[config.mk]
export PLATFORM = sky130hd
export DESIGN_NAME = wb_cmd_responder
export DESIGN_NICKNAME = d
export VERILOG_FILES = /design/src/rtl/wb_types_pkg.sv /design/src/rtl/wb_slave_port.sv /design/src/rtl/wb_cmd_responder.sv
export SDC_FILE = /design/constraint.sdc
export NUM_CORES = 1
export LEC_CHECK = 0
export CORE_MARGIN = 1.5
export CORE_UTILIZATION = 47
export CTS_CLUSTER_SIZE = 25
export DETAILED_ROUTE_END_ITERATION = 16
export PLACE_DENSITY = 0.84
export SLEW_MARGIN = 20
export SYNTH_ARGS = -nofsm -noshare
export SYNTH_HDL_FRONTEND = slang
export SYNTH_SLANG_ARGS = --single-unit
export TNS_END_PERCENT = 5
[constraint.sdc]
create_clock -name clk_i -period 2.91 [get_ports clk_i]
set_input_delay 0.4365 -clock clk_i [delete_from_list [all_inputs] [get_ports clk_i]]
set_output_delay 0.4365 -clock clk_i [all_outputs]
set_load 0.01 [all_outputs]
[src/rtl/wb_types_pkg.sv]
// Shared Wishbone register-map and command types for the I2C master model.
// Used by the WB command responder and its bus port.
package wb_types_pkg;

  typedef enum logic [1:0] {
    WB_REG_CSR   = 2'b00,
    WB_REG_DPR   = 2'b01,
    WB_REG_CMDR  = 2'b10,
    WB_REG_STATE = 2'b11
  } wb_reg_t;

  typedef enum logic [2:0] {
    CMD_WAIT      = 3'b000,
    CMD_WRITE     = 3'b001,
    CMD_READ_ACK  = 3'b010,
    CMD_READ_NACK = 3'b011,
    CMD_START     = 3'b100,
    CMD_STOP      = 3'b101,
    CMD_SET_BUS   = 3'b110,
    CMD_RSVD      = 3'b111
  } wb_cmd_mon_t;

  typedef enum logic [3:0] {
    ST_DISABLED = 4'd0,
    ST_IDLE     = 4'd1,
    ST_ISSUE    = 4'd2,
    ST_WAIT     = 4'd3,
    ST_LOCAL    = 4'd4
  } resp_state_t;

  localparam int CSR_E    = 7;
  localparam int CSR_IE   = 6;
  localparam int CSR_BB   = 5;
  localparam int CSR_BC   = 4;
  localparam int CMDR_DON = 7;
  localparam int CMDR_NAK = 6;
  localparam int CMDR_AL  = 5;
  localparam int CMDR_ERR = 4;

  function automatic logic is_read_cmd(input wb_cmd_mon_t c);
    return (c == CMD_READ_ACK) || (c == CMD_READ_NACK);
  endfunction

endpackage

[src/rtl/wb_slave_port.sv]
// Wishbone slave front end: single-cycle ack, address decode and registered read mux.
// Register side effects are reported as one-cycle strobes on the ack cycle.
module wb_slave_port
  import wb_types_pkg::*;
(
  input  logic       clk_i,
  input  logic       rst_i,
  input  logic       cyc_i,
  input  logic       stb_i,
  input  logic       we_i,
  input  logic [1:0] adr_i,
  input  logic [7:0] csr_rd_i,
  input  logic [7:0] dpr_rd_i,
  input  logic [7:0] cmdr_rd_i,
  input  logic [7:0] state_rd_i,
  output logic       ack_o,
  output logic [7:0] dat_o,
  output logic       wr_csr_o,
  output logic       wr_dpr_o,
  output logic       wr_cmdr_o,
  output logic       rd_cmdr_o
);

  logic       ack_q;
  logic [7:0] dat_q;
  logic       req;
  logic       commit;
  wb_reg_t    reg_sel;
  logic [7:0] rd_mux;

  assign req     = cyc_i & stb_i;
  assign commit  = req & ack_q;
  assign reg_sel = wb_reg_t'(adr_i);

  always_comb begin
    rd_mux = 8'h00;
    case (reg_sel)
      WB_REG_CSR:   rd_mux = csr_rd_i;
      WB_REG_DPR:   rd_mux = dpr_rd_i;
      WB_REG_CMDR:  rd_mux = cmdr_rd_i;
      WB_REG_STATE: rd_mux = state_rd_i;
      default:      rd_mux = 8'h00;
    endcase
  end

  // Read data is sampled in the request cycle so it lines up with ack.
  always_ff @(posedge clk_i or negedge rst_i) begin
    if (!rst_i) begin
      ack_q <= 1'b0;
      dat_q <= 8'h00;
    end else begin
      ack_q <= req & ~ack_q;
      dat_q <= (req & ~ack_q & ~we_i) ? rd_mux : 8'h00;
    end
  end

  assign ack_o     = ack_q;
  assign dat_o     = dat_q;
  assign wr_csr_o  = commit &  we_i & (reg_sel == WB_REG_CSR);
  assign wr_dpr_o  = commit &  we_i & (reg_sel == WB_REG_DPR);
  assign wr_cmdr_o = commit &  we_i & (reg_sel == WB_REG_CMDR);
  assign rd_cmdr_o = commit & ~we_i & (reg_sel == WB_REG_CMDR);

endmodule

[src/rtl/wb_cmd_responder.sv]
// WB register front end of the I2C master: turns CMDR writes into byte-engine
// commands and folds engine completions back into CMDR status and irq_o.
module wb_cmd_responder
  import wb_types_pkg::*;
#(
  parameter int NUM_BUSES    = 16,
  parameter int RESET_BUS_ID = 0
) (
  input  logic       clk_i,
  input  logic       rst_i,
  input  logic       cyc_i,
  input  logic       stb_i,
  input  logic       we_i,
  input  logic [1:0] adr_i,
  input  logic [7:0] dat_i,
  output logic [7:0] dat_o,
  output logic       ack_o,
  output logic       irq_o,
  output logic [2:0] cmd_o,
  output logic       cmd_valid_o,
  input  logic       cmd_ready_i,
  output logic [7:0] tx_byte_o,
  output logic [3:0] bus_id_o,
  input  logic       rsp_valid_i,
  input  logic       rsp_nak_i,
  input  logic       rsp_al_i,
  input  logic       rsp_err_i,
  input  logic [7:0] rx_byte_i
);

  localparam logic [8:0] NUM_BUSES_W = 9'(NUM_BUSES);

  resp_state_t state_q;
  wb_cmd_mon_t cmd_q, wr_cmd;
  logic        e_q, ie_q, bb_q, bc_q, irq_q, cmd_valid_q;
  logic [3:0]  bus_id_q;
  logic [7:0]  tx_q, tx_snap_q, rx_q;
  logic [2:0]  last_cmd_q;
  logic [7:4]  status_q;
  logic        any_flag;
  logic        wr_csr, wr_dpr, wr_cmdr, rd_cmdr;

  wb_slave_port u_port (
    .clk_i      (clk_i),
    .rst_i      (rst_i),
    .cyc_i      (cyc_i),
    .stb_i      (stb_i),
    .we_i       (we_i),
    .adr_i      (adr_i),
    .csr_rd_i   ({e_q, ie_q, bb_q, bc_q, bus_id_q}),
    .dpr_rd_i   (rx_q),
    .cmdr_rd_i  ({status_q, 1'b0, last_cmd_q}),
    .state_rd_i ({state_q, 4'h0}),
    .ack_o      (ack_o),
    .dat_o      (dat_o),
    .wr_csr_o   (wr_csr),
    .wr_dpr_o   (wr_dpr),
    .wr_cmdr_o  (wr_cmdr),
    .rd_cmdr_o  (rd_cmdr)
  );

  assign wr_cmd   = wb_cmd_mon_t'(dat_i[2:0]);
  assign any_flag = rsp_nak_i | rsp_al_i | rsp_err_i;

  // Engine handshake: cmd_valid_o rises with cmd_o/tx_byte_o already stable and
  // holds them unchanged until a cycle with cmd_ready_i high; that edge transfers.
  always_ff @(posedge clk_i or negedge rst_i) begin
    if (!rst_i) begin
      state_q     <= ST_DISABLED;
      cmd_q       <= CMD_WAIT;
      e_q         <= 1'b0;
      ie_q        <= 1'b0;
      bb_q        <= 1'b0;
      bc_q        <= 1'b0;
      irq_q       <= 1'b0;
      cmd_valid_q <= 1'b0;
      bus_id_q    <= 4'(RESET_BUS_ID);
      tx_q        <= 8'h00;
      tx_snap_q   <= 8'h00;
      rx_q        <= 8'h00;
      last_cmd_q  <= 3'b000;
      status_q    <= 4'h0;
    end else begin
      if (wr_dpr) tx_q <= dat_i;
      if (wr_csr) begin
        e_q  <= dat_i[CSR_E];
        ie_q <= dat_i[CSR_IE];
      end
      if (rd_cmdr) status_q <= 4'h0;
      irq_q <= ie_q & (|status_q);

      case (state_q)
        ST_DISABLED: if (wr_csr && dat_i[CSR_E]) state_q <= ST_IDLE;
        ST_IDLE: if (wr_cmdr) begin
          last_cmd_q <= dat_i[2:0];
          status_q   <= 4'h0;
          bc_q       <= 1'b1;
          case (wr_cmd)
            CMD_SET_BUS: state_q <= ST_LOCAL;
            CMD_WAIT, CMD_RSVD: begin
              status_q[CMDR_ERR] <= 1'b1;
              bc_q               <= 1'b0;
            end
            default: begin
              cmd_q       <= wr_cmd;
              tx_snap_q   <= tx_q;
              cmd_valid_q <= 1'b1;
              state_q     <= ST_ISSUE;
            end
          endcase
        end
        ST_ISSUE: if (cmd_ready_i) begin
          cmd_valid_q <= 1'b0;
          state_q     <= ST_WAIT;
        end
        ST_WAIT: if (rsp_valid_i) begin
          // Written after the read-clear so a coincident completion wins.
          status_q[CMDR_DON] <= ~any_flag;
          status_q[CMDR_NAK] <= rsp_nak_i;
          status_q[CMDR_AL]  <= rsp_al_i;
          status_q[CMDR_ERR] <= rsp_err_i;
          bc_q               <= 1'b0;
          if (is_read_cmd(cmd_q)) rx_q <= rx_byte_i;
          if (rsp_al_i) bb_q <= 1'b0;
          else if (!any_flag && cmd_q == CMD_START) bb_q <= 1'b1;
          else if (!any_flag && cmd_q == CMD_STOP) bb_q <= 1'b0;
          state_q <= ST_IDLE;
        end
        ST_LOCAL: begin
          if (!bb_q && ({1'b0, tx_q} < NUM_BUSES_W)) begin
            bus_id_q           <= tx_q[3:0];
            status_q[CMDR_DON] <= 1'b1;
          end else begin
            status_q[CMDR_ERR] <= 1'b1;
          end
          bc_q    <= 1'b0;
          state_q <= ST_IDLE;
        end
        default: state_q <= ST_DISABLED;
      endcase

      if (wr_csr && !dat_i[CSR_E]) begin
        state_q     <= ST_DISABLED;
        cmd_valid_q <= 1'b0;
        bb_q        <= 1'b0;
        bc_q        <= 1'b0;
        status_q    <= 4'h0;
      end
    end
  end

  assign irq_o       = irq_q;
  assign cmd_o       = cmd_q;
  assign cmd_valid_o = cmd_valid_q;
  assign tx_byte_o   = tx_snap_q;
  assign bus_id_o    = bus_id_q;

endmodule

# Word level (Yosys, flattened, before mapping)
# Cells that the tools add are included.
# word_totals
out_inout_bits	26
ff_bits	57
inputBits	28
elab_cells	116
# op_classes
n_eq_ne	19
n_bitwise	17
order_cmp	1
muxes	35
n_reduce_logical	28
# op_table
cell	count
4-bit 2-to-1 mux	9
8-bit one-hot mux with 4 select lines	1
4-bit one-hot mux with 5 select lines	1
1-bit 2-to-1 mux	17
3-bit inequality test, second input constant	5
3-bit equality test, second input constant	4
3-bit AND reduction	4
1-bit AND	11
1-bit one-hot mux with 3 select lines	3
4-bit by 2-bit equality test with 1-bit output, second input constant	2
8-bit by 5-bit less-than comparator with 1-bit output, second input constant	1
8-bit 2-to-1 mux	1
4-bit one-hot mux with 2 select lines	1
4-bit nonzero test	2
3-bit by 2-bit equality test with 1-bit output, second input constant	2
1-bit logical AND	5
5-bit AND reduction	1
2-bit equality test, second input constant	2
4-bit by 1-bit equality test with 1-bit output, second input constant	1
4-bit by 3-bit equality test with 1-bit output, second input constant	1
4-bit logical NOT	1
1-bit inverter	4
2-bit one-hot mux with 2 select lines	1
2-bit AND reduction	2
other kinds (14)	18

# Depth between registers and ports, before layout
# Gate-level depths: netlist of run 1.
# depth
ltp_word	10
ltp_mapped	6
ltp_nobuf	4

# Cells and area by module
# Synthesis of run 1 repeated with hierarchy kept, for this count alone.
# hier_totals
cells_unflattened	202
hier_area_um2	2641.3
# by_module_without_submodules
mod	area_each_um2	instances	cells_per_inst	seq_area_each_um2
wb_cmd_responder	2102.0	1	166	1176.1
wb_slave_port	539.3	1	36	225.2

# Worst setup path before layout of run 1
# OpenSTA, ideal clock, no wires.
# synth_timing
kind	input -> register
from	input port adr_i[1]
to	register cmd_q[0], in the netlist cmd_o[0]
setup_ps	125
stages	6
arrival_ps	1716
setup_slack_ps	1068
required_ps	2785
n_path_buf	2
path_cell_list	buf_2 -> nand3_1 -> nor4_4 -> nand3_2 -> buf_6 -> mux2_4
# synth_between
elab_chain_cells	3
# synth_lines
element	line_no	source
from (decl)	wb_cmd_responder.sv:14	input logic [1:0] adr_i,
2-bit equality test	wb_slave_port.sv:61	assign wr_cmdr_o = commit & we_i & (reg_sel == WB_REG_CMDR);
1-bit AND	wb_slave_port.sv:61	
3-bit AND reduction (no line)	--	
to (signal assigned)	wb_cmd_responder.sv:105	cmd_q <= wr_cmd;
to (decl)	wb_cmd_responder.sv:34	wb_cmd_mon_t cmd_q, wr_cmd;
# No other way between the ends.
# A chain may end at the register's enable or synchronous reset.

# Final worst setup path of run 1
# layout_timing
from	input port adr_i[0]
to	register tx_snap_q[5], in the netlist tx_byte_o[5]
# layout_between
elab_chain_cells	3
# layout_lines
element	line_no	source
2-bit equality test	wb_slave_port.sv:61	
1-bit AND	wb_slave_port.sv:61	
3-bit AND reduction (no line)	--	
to (signal assigned)	wb_cmd_responder.sv:106	tx_snap_q <= tx_q;
to (decl)	wb_cmd_responder.sv:37	logic [7:0] tx_q, tx_snap_q, rx_q;
# No other way between the ends.

==> impl_metrics.env, run 1 <==
export IMPL_outcome="complete, no violations"
export IMPL_worstPathCellList="clkdlybuf4s50_1, nand3b_4, nor4_4, nand3_2, mux2_4"
export IMPL_dr_pass1_iters=4
export IMPL_grt_max_degree=37
export IMPL_dp_slack_ns=0.467
export IMPL_clk_transition_reported_paths_ns=0.09
export IMPL_clock_skew_ns=0.00866
export IMPL_clkLatencyLatePin_ns=0.30
export IMPL_power_leakage_nw=1.52
export IMPL_drive_gt1_frac=0.241
export IMPL_postLayoutSetupSlackWorst_ns=0.772
export IMPL_initial_core_util=0.500
export IMPL_yosysMostFrequentCell="dfrtp_1"
export IMPL_htree_levels=2
export IMPL_yosysTopAreaCellShare=0.539
export IMPL_cts_sink_count=56
export IMPL_startpoint_type="primary input"
export IMPL_reg2regPathDepth=3
export IMPL_fillers=434
export IMPL_finalHoldViolCount=0
export IMPL_cts_buffers=5
export IMPL_routed_wl_um=5650
export IMPL_die_y_um=77.4
export IMPL_cts_resized=0
export IMPL_hold_class="in -> async"
export IMPL_via_per_inst=5.64
export IMPL_die_w_um=77.4
export IMPL_cap_violations=0
export IMPL_die_area_um2=5990
export IMPL_synth_edf_count=0
export IMPL_endpoint_kind="flip-flop"
export IMPL_worstReg2RegEnd="bus_id_o[3]$_DFFE_PN0P_"
export IMPL_syn_avg_cell_area_um2=12.7
export IMPL_tns_ns=0
export IMPL_final_max_slew_violation_count=0
export IMPL_crit_required_ns=3.10
export IMPL_grt_setup_unrepaired="false"
export IMPL_drtIter0Drc=94
export IMPL_io_pins=54
export IMPL_r2r_start="state_q[1]$_DFFE_PN0P_"
export IMPL_holdWs_ns=0.0828
export IMPL_final_area_um2=3350
export IMPL_synth_area_leader_cell="dfrtp_1"
export IMPL_powerDensity_nw_per_um2=537
export IMPL_post_cts_buffers=0
export IMPL_min_period_ns=2.14
export IMPL_ant_nets=0
export IMPL_max_freq_mhz=468
export IMPL_area_growth_pct=28.6
export IMPL_crit_arrival_ns=2.33
export IMPL_wl_per_cell_um=16.8
export IMPL_synth_cell_types=46
export IMPL_drc=0
export IMPL_place_area_um2=3250
export IMPL_reg2reg_slack_ns=0.78
export IMPL_post_dp_hpwl_um=4240
export IMPL_path_class="in -> reg"
export IMPL_ys_ff_latch=56
export IMPL_peakVddDrop_v=0.000293
export IMPL_diodes=0
export IMPL_period_share=0.735
export IMPL_crit_slowest_cell="clkdlybuf4s50_1"
export IMPL_grt_total_usage=0.207
export IMPL_cts_tree="built"
export IMPL_relSlewSlack=0.627
export IMPL_fin_nets=295
export IMPL_root_buffer="clkbuf_8"
export IMPL_grt_overflow=0
export IMPL_netlist_area_um2=2600
export IMPL_finalSetupViolCount=0
export IMPL_tightest_slew_ns=0.557
export IMPL_synth_ff_type="dfrtp_1"
export IMPL_fp_row_count=26
export IMPL_synthTopCellsByCount="dfrtp_1 (56), mux2_2 (28), nor2_1 (15)"
export IMPL_hold_buffers=0
export IMPL_yosys_top_cells_area="dfrtp_1 (54%), mux2_2 (12%), mux2_4 (4.0%), nor2_1 (2.2%), mux2i_1 (1.9%)"
export IMPL_cp_slowest_stage_delay_ns=0.53
export IMPL_synth_warnings=0
export IMPL_ys_seq_area_frac=0.539
export IMPL_vias=1896
export IMPL_portBuffers=53
export IMPL_place_congestion=0.894
export IMPL_crit_fanout=12
export IMPL_synth_cells=205
export IMPL_antenna_found_initial=0
export IMPL_finalPower_mw=1.80
export IMPL_synth_nets=233
export IMPL_ys_async_sr_fraction=1.00
export IMPL_design_core_area_um2=5200
export IMPL_grt_pass1_vias=1895
export IMPL_clk_path_buf_depth=2
export IMPL_grt_first_pass_wirelength_um=9600
[worst max-delay path: cells and delay by family]
kind,cells,cell delay [ns]
buffers and inverters,1,0.53
AND/OR/NAND/NOR,3,0.95
multiplexers,1,0.41
[worst max path at each step]
stage / from / to / cells after the start
global route: adr_i[0] / tx_byte_o[5]$_DFFE_PN0P_ / 5
detailed placement: adr_i[0] / tx_byte_o[5]$_DFFE_PN0P_ / 5
finish: adr_i[0] / tx_byte_o[5]$_DFFE_PN0P_ / 5
global placement: adr_i[0] / tx_byte_o[3]$_DFFE_PN0P_ / 5
CTS: state_q[1]$_DFFE_PN0P_ / bus_id_o[3]$_DFFE_PN0P_ / 3
floorplan: adr_i[1] / cmd_o[0]$_DFFE_PN0P_ / 6
[sequential cells by signal (all words and copies together) (netlist names), 3 cells and up]
name          count
rx_q              8
tx_byte_o         8
tx_q              8
u_port.dat_o      8
bus_id_o          4
status_q          4
cmd_o             3
last_cmd_q        3
state_q           3
[where the power goes]
group	internal, mW	total, mW	switching (mW)	leakage [nW]
Combinational	0.201	0.361	0.160	0.706
Sequential	0.863	0.964	0.102	0.764
Clock	0.247	0.472	0.225	0.0501
[cell families after synthesis]
| family | Yosys count | share of synthesized area |
|---|---|---|
| mux | 42 | 0.198 |
| flops | 56 | 0.539 |
| simple gates | 64 | 0.155 |
| compound gates | 31 | 0.0875 |
| buf+inv | 12 | 0.0207 |
[metrics by stage]
| step | cells | util |
|---|---|---|
| CTS | 336 | 0.643 |
| global route | 336 | 0.643 |
| floorplan | 205 | - |
| global placement | 330 | 0.624 |
| finish | 336 | 0.643 |
| detailed placement | 330 | 0.624 |
[cell usage in the layout (no fill, tap or decap), types with 3 or more instances in the layout]
master           count
a21oi_1              7
inv_1                5
nand3_1              4
clkdlybuf4s50_1     52
mux2i_1              5
o21ai_0              4
dfrtp_1             56
nand2_1             12
nor2b_1              4
mux2_2              28
buf_4                9
o31ai_1              3
nand4b_1             4
nand2b_1             4
nor2_1              15
clkbuf_8             5
nor3_1               3
mux2_4               7
[metal layers]
metal / vias up / track usage / part of all wire
met5: - / 0 / 0
met4: 0 / 0.0582 / 0.011
met3: 7 / 0.0494 / 0.067
met2: 78 / 0.332 / 0.49
met1: 934 / 0.283 / 0.43
li1: 877 / - / -
[layout make-up]
| type | count | area (um^2) | share of cell area |
|---|---|---|---|
| sequential | 56 | 1400 | 0.419 |
| multi-input combinational | 137 | 1150 | 0.343 |
| timing repair buffer | 62 | 593 | 0.177 |
| tap | 70 | 87.6 | 0.0262 |
| clock buffer | 5 | 68.8 | 0.0206 |
| clock inverter | 1 | 30.0 | 0.00898 |
| inverter | 5 | 18.8 | 0.00561 |
(Power assumes the default switching activity.)
==> inputs of run 2 (changes only) <==
- clock period: 2.91 -> 2.2 ns (I/O delays scaled with it)
==> impl_metrics.env, run 2 (same netlist as run 1, synthesis figures left out) <==
export IMPL_drive_gt1_frac=0.275
export IMPL_finalPower_mw=2.36
export IMPL_clk_path_buf_depth=2
export IMPL_grt_pass1_vias=1970
export IMPL_grt_setup_unrepaired="false"
export IMPL_crit_arrival_ns=2.11
export IMPL_critPathLaunch="state_q[2]$_DFFE_PN0P_"
export IMPL_clk_transition_reported_paths_ns=0.09
export IMPL_grt_first_pass_wirelength_um=9720
export IMPL_final_common_cell="dfrtp_1"
export IMPL_initial_core_util=0.500
export IMPL_final_max_slew_violation_count=0
export IMPL_drc=0
export IMPL_post_dp_hpwl_um=4380
export IMPL_powerDensity_nw_per_um2=688
export IMPL_grt_max_degree=34
export IMPL_tightest_slew_ns=0.428
export IMPL_htree_levels=2
export IMPL_dr_pass1_iters=4
export IMPL_period_share=0.865
export IMPL_vias=1923
export IMPL_startpoint_type="flip-flop"
export IMPL_grt_overflow=0
export IMPL_diodes=0
export IMPL_tns_ns=0
export IMPL_min_period_ns=1.90
export IMPL_cts_tree="built"
export IMPL_fin_util=0.659
export IMPL_ant_nets=0
export IMPL_cts_buffers=5
export IMPL_crit_fanout=12
export IMPL_post_cts_buffers=0
export IMPL_final_area_um2=3430
export IMPL_crit_required_ns=2.41
export IMPL_clock_skew_ns=0.00331
export IMPL_area_growth_pct=31.8
export IMPL_hold_class="in -> async"
export IMPL_outcome="complete, no violations"
export IMPL_fin_nets=307
export IMPL_drtIter0Drc=105
export IMPL_cts_sink_count=56
export IMPL_antenna_found_initial=0
export IMPL_die_w_um=77.4
export IMPL_portBuffers=53
export IMPL_die_area_um2=5990
export IMPL_io_pins=54
export IMPL_power_leakage_nw=1.57
export IMPL_design_core_area_um2=5200
export IMPL_die_y_um=77.4
export IMPL_clkLatencyLatePin_ns=0.31
export IMPL_cap_violations=0
export IMPL_mostFrequentLayoutCells="dfrtp_1 (56), clkdlybuf4s50_1 (52), mux2_2 (28)"
export IMPL_path_class="reg -> reg"
export IMPL_r2r_start="state_q[2]$_DFFE_PN0P_"
export IMPL_grt_total_usage=0.210
export IMPL_root_buffer="clkbuf_8"
export IMPL_place_congestion=0.941
export IMPL_wl_per_cell_um=16.3
export IMPL_finalHoldViolCount=0
export IMPL_relSlewSlack=0.713
export IMPL_place_area_um2=3330
export IMPL_peakVddDrop_v=0.000393
export IMPL_fp_row_count=26
export IMPL_via_per_inst=5.49
export IMPL_routed_wl_um=5700
export IMPL_max_freq_mhz=525
export IMPL_endpoint_kind="flip-flop"
export IMPL_finalSetupViolCount=0
## run 2: worst paths after layout
check / endpoint / slack (ns) / cells after the start
min in group clk_i: rx_q[4]$_DFFE_PN0P_ / 0.52 / 1
max reg2reg: tx_byte_o[2]$_DFFE_PN0P_ / 0.30 / 5
max in group asynchronous: rx_q[4]$_DFFE_PN0P_ / 1.32 / 3
max: tx_byte_o[2]$_DFFE_PN0P_ / 0.30 / 5
min reg2reg: rx_q[4]$_DFFE_PN0P_ / 0.52 / 1
min: tx_byte_o[1]$_DFFE_PN0P_ / 0.51 / 3
## run 2: layout make-up
class	instances	area, um^2
clock buffer	5	68.8
sequential	56	1400
timing repair buffer	74	686
clock inverter	3	21.3
fill	416	1780
inverter	5	18.8
multi-input combinational	137	1150
tap	70	87.6
## run 2: stage by stage
| stage | cells | hold WS [ns] | setup WS (ns) |
|---|---|---|---|
| 3_3_place_gp | 341 | 0.329 | 0.0152 |
| 2_1_floorplan | 205 | 0.0344 | 0.411 |
| 3_5_place_dp | 341 | 0.330 | -0.0241 |
| 4_1_cts | 350 | 0.516 | 0.283 |
| 6_report | 350 | 0.514 | 0.297 |
| 5_1_grt | 350 | 0.551 | 0.157 |
## run 2: where the power goes
part / switching (mW) / internal [mW]
clock network: 0.333 / 0.226
registers: 0.0810 / 1.14
logic: 0.279 / 0.299
total: 0.694 / 1.67
## run 2: worst max-delay path: stages (launching register included)
cell	delay (ns)
dfrtp_1	0.38
buf_4	0.17
nand2b_1	0.21
nor4_4	0.28
nand3_2	0.36
mux2_4	0.41
## run 2: what timing repair did
item                       4_1_cts  5_1_grt
hold buffers                     1        0
hold endpoints to repair        23        0
resized for setup                0        0
setup endpoints to repair        0        0
## run 2: routing by layer
layer  share of wire  global-route usage  vias to the layer above  wire [um]
li1                -                   -                      905          -
met1            0.45               0.285                      930       2540
met2            0.48               0.339                       78       2730
met3           0.063              0.0471                       10        361
met4           0.013              0.0618                        0         72
met5               0                   0                        -          0
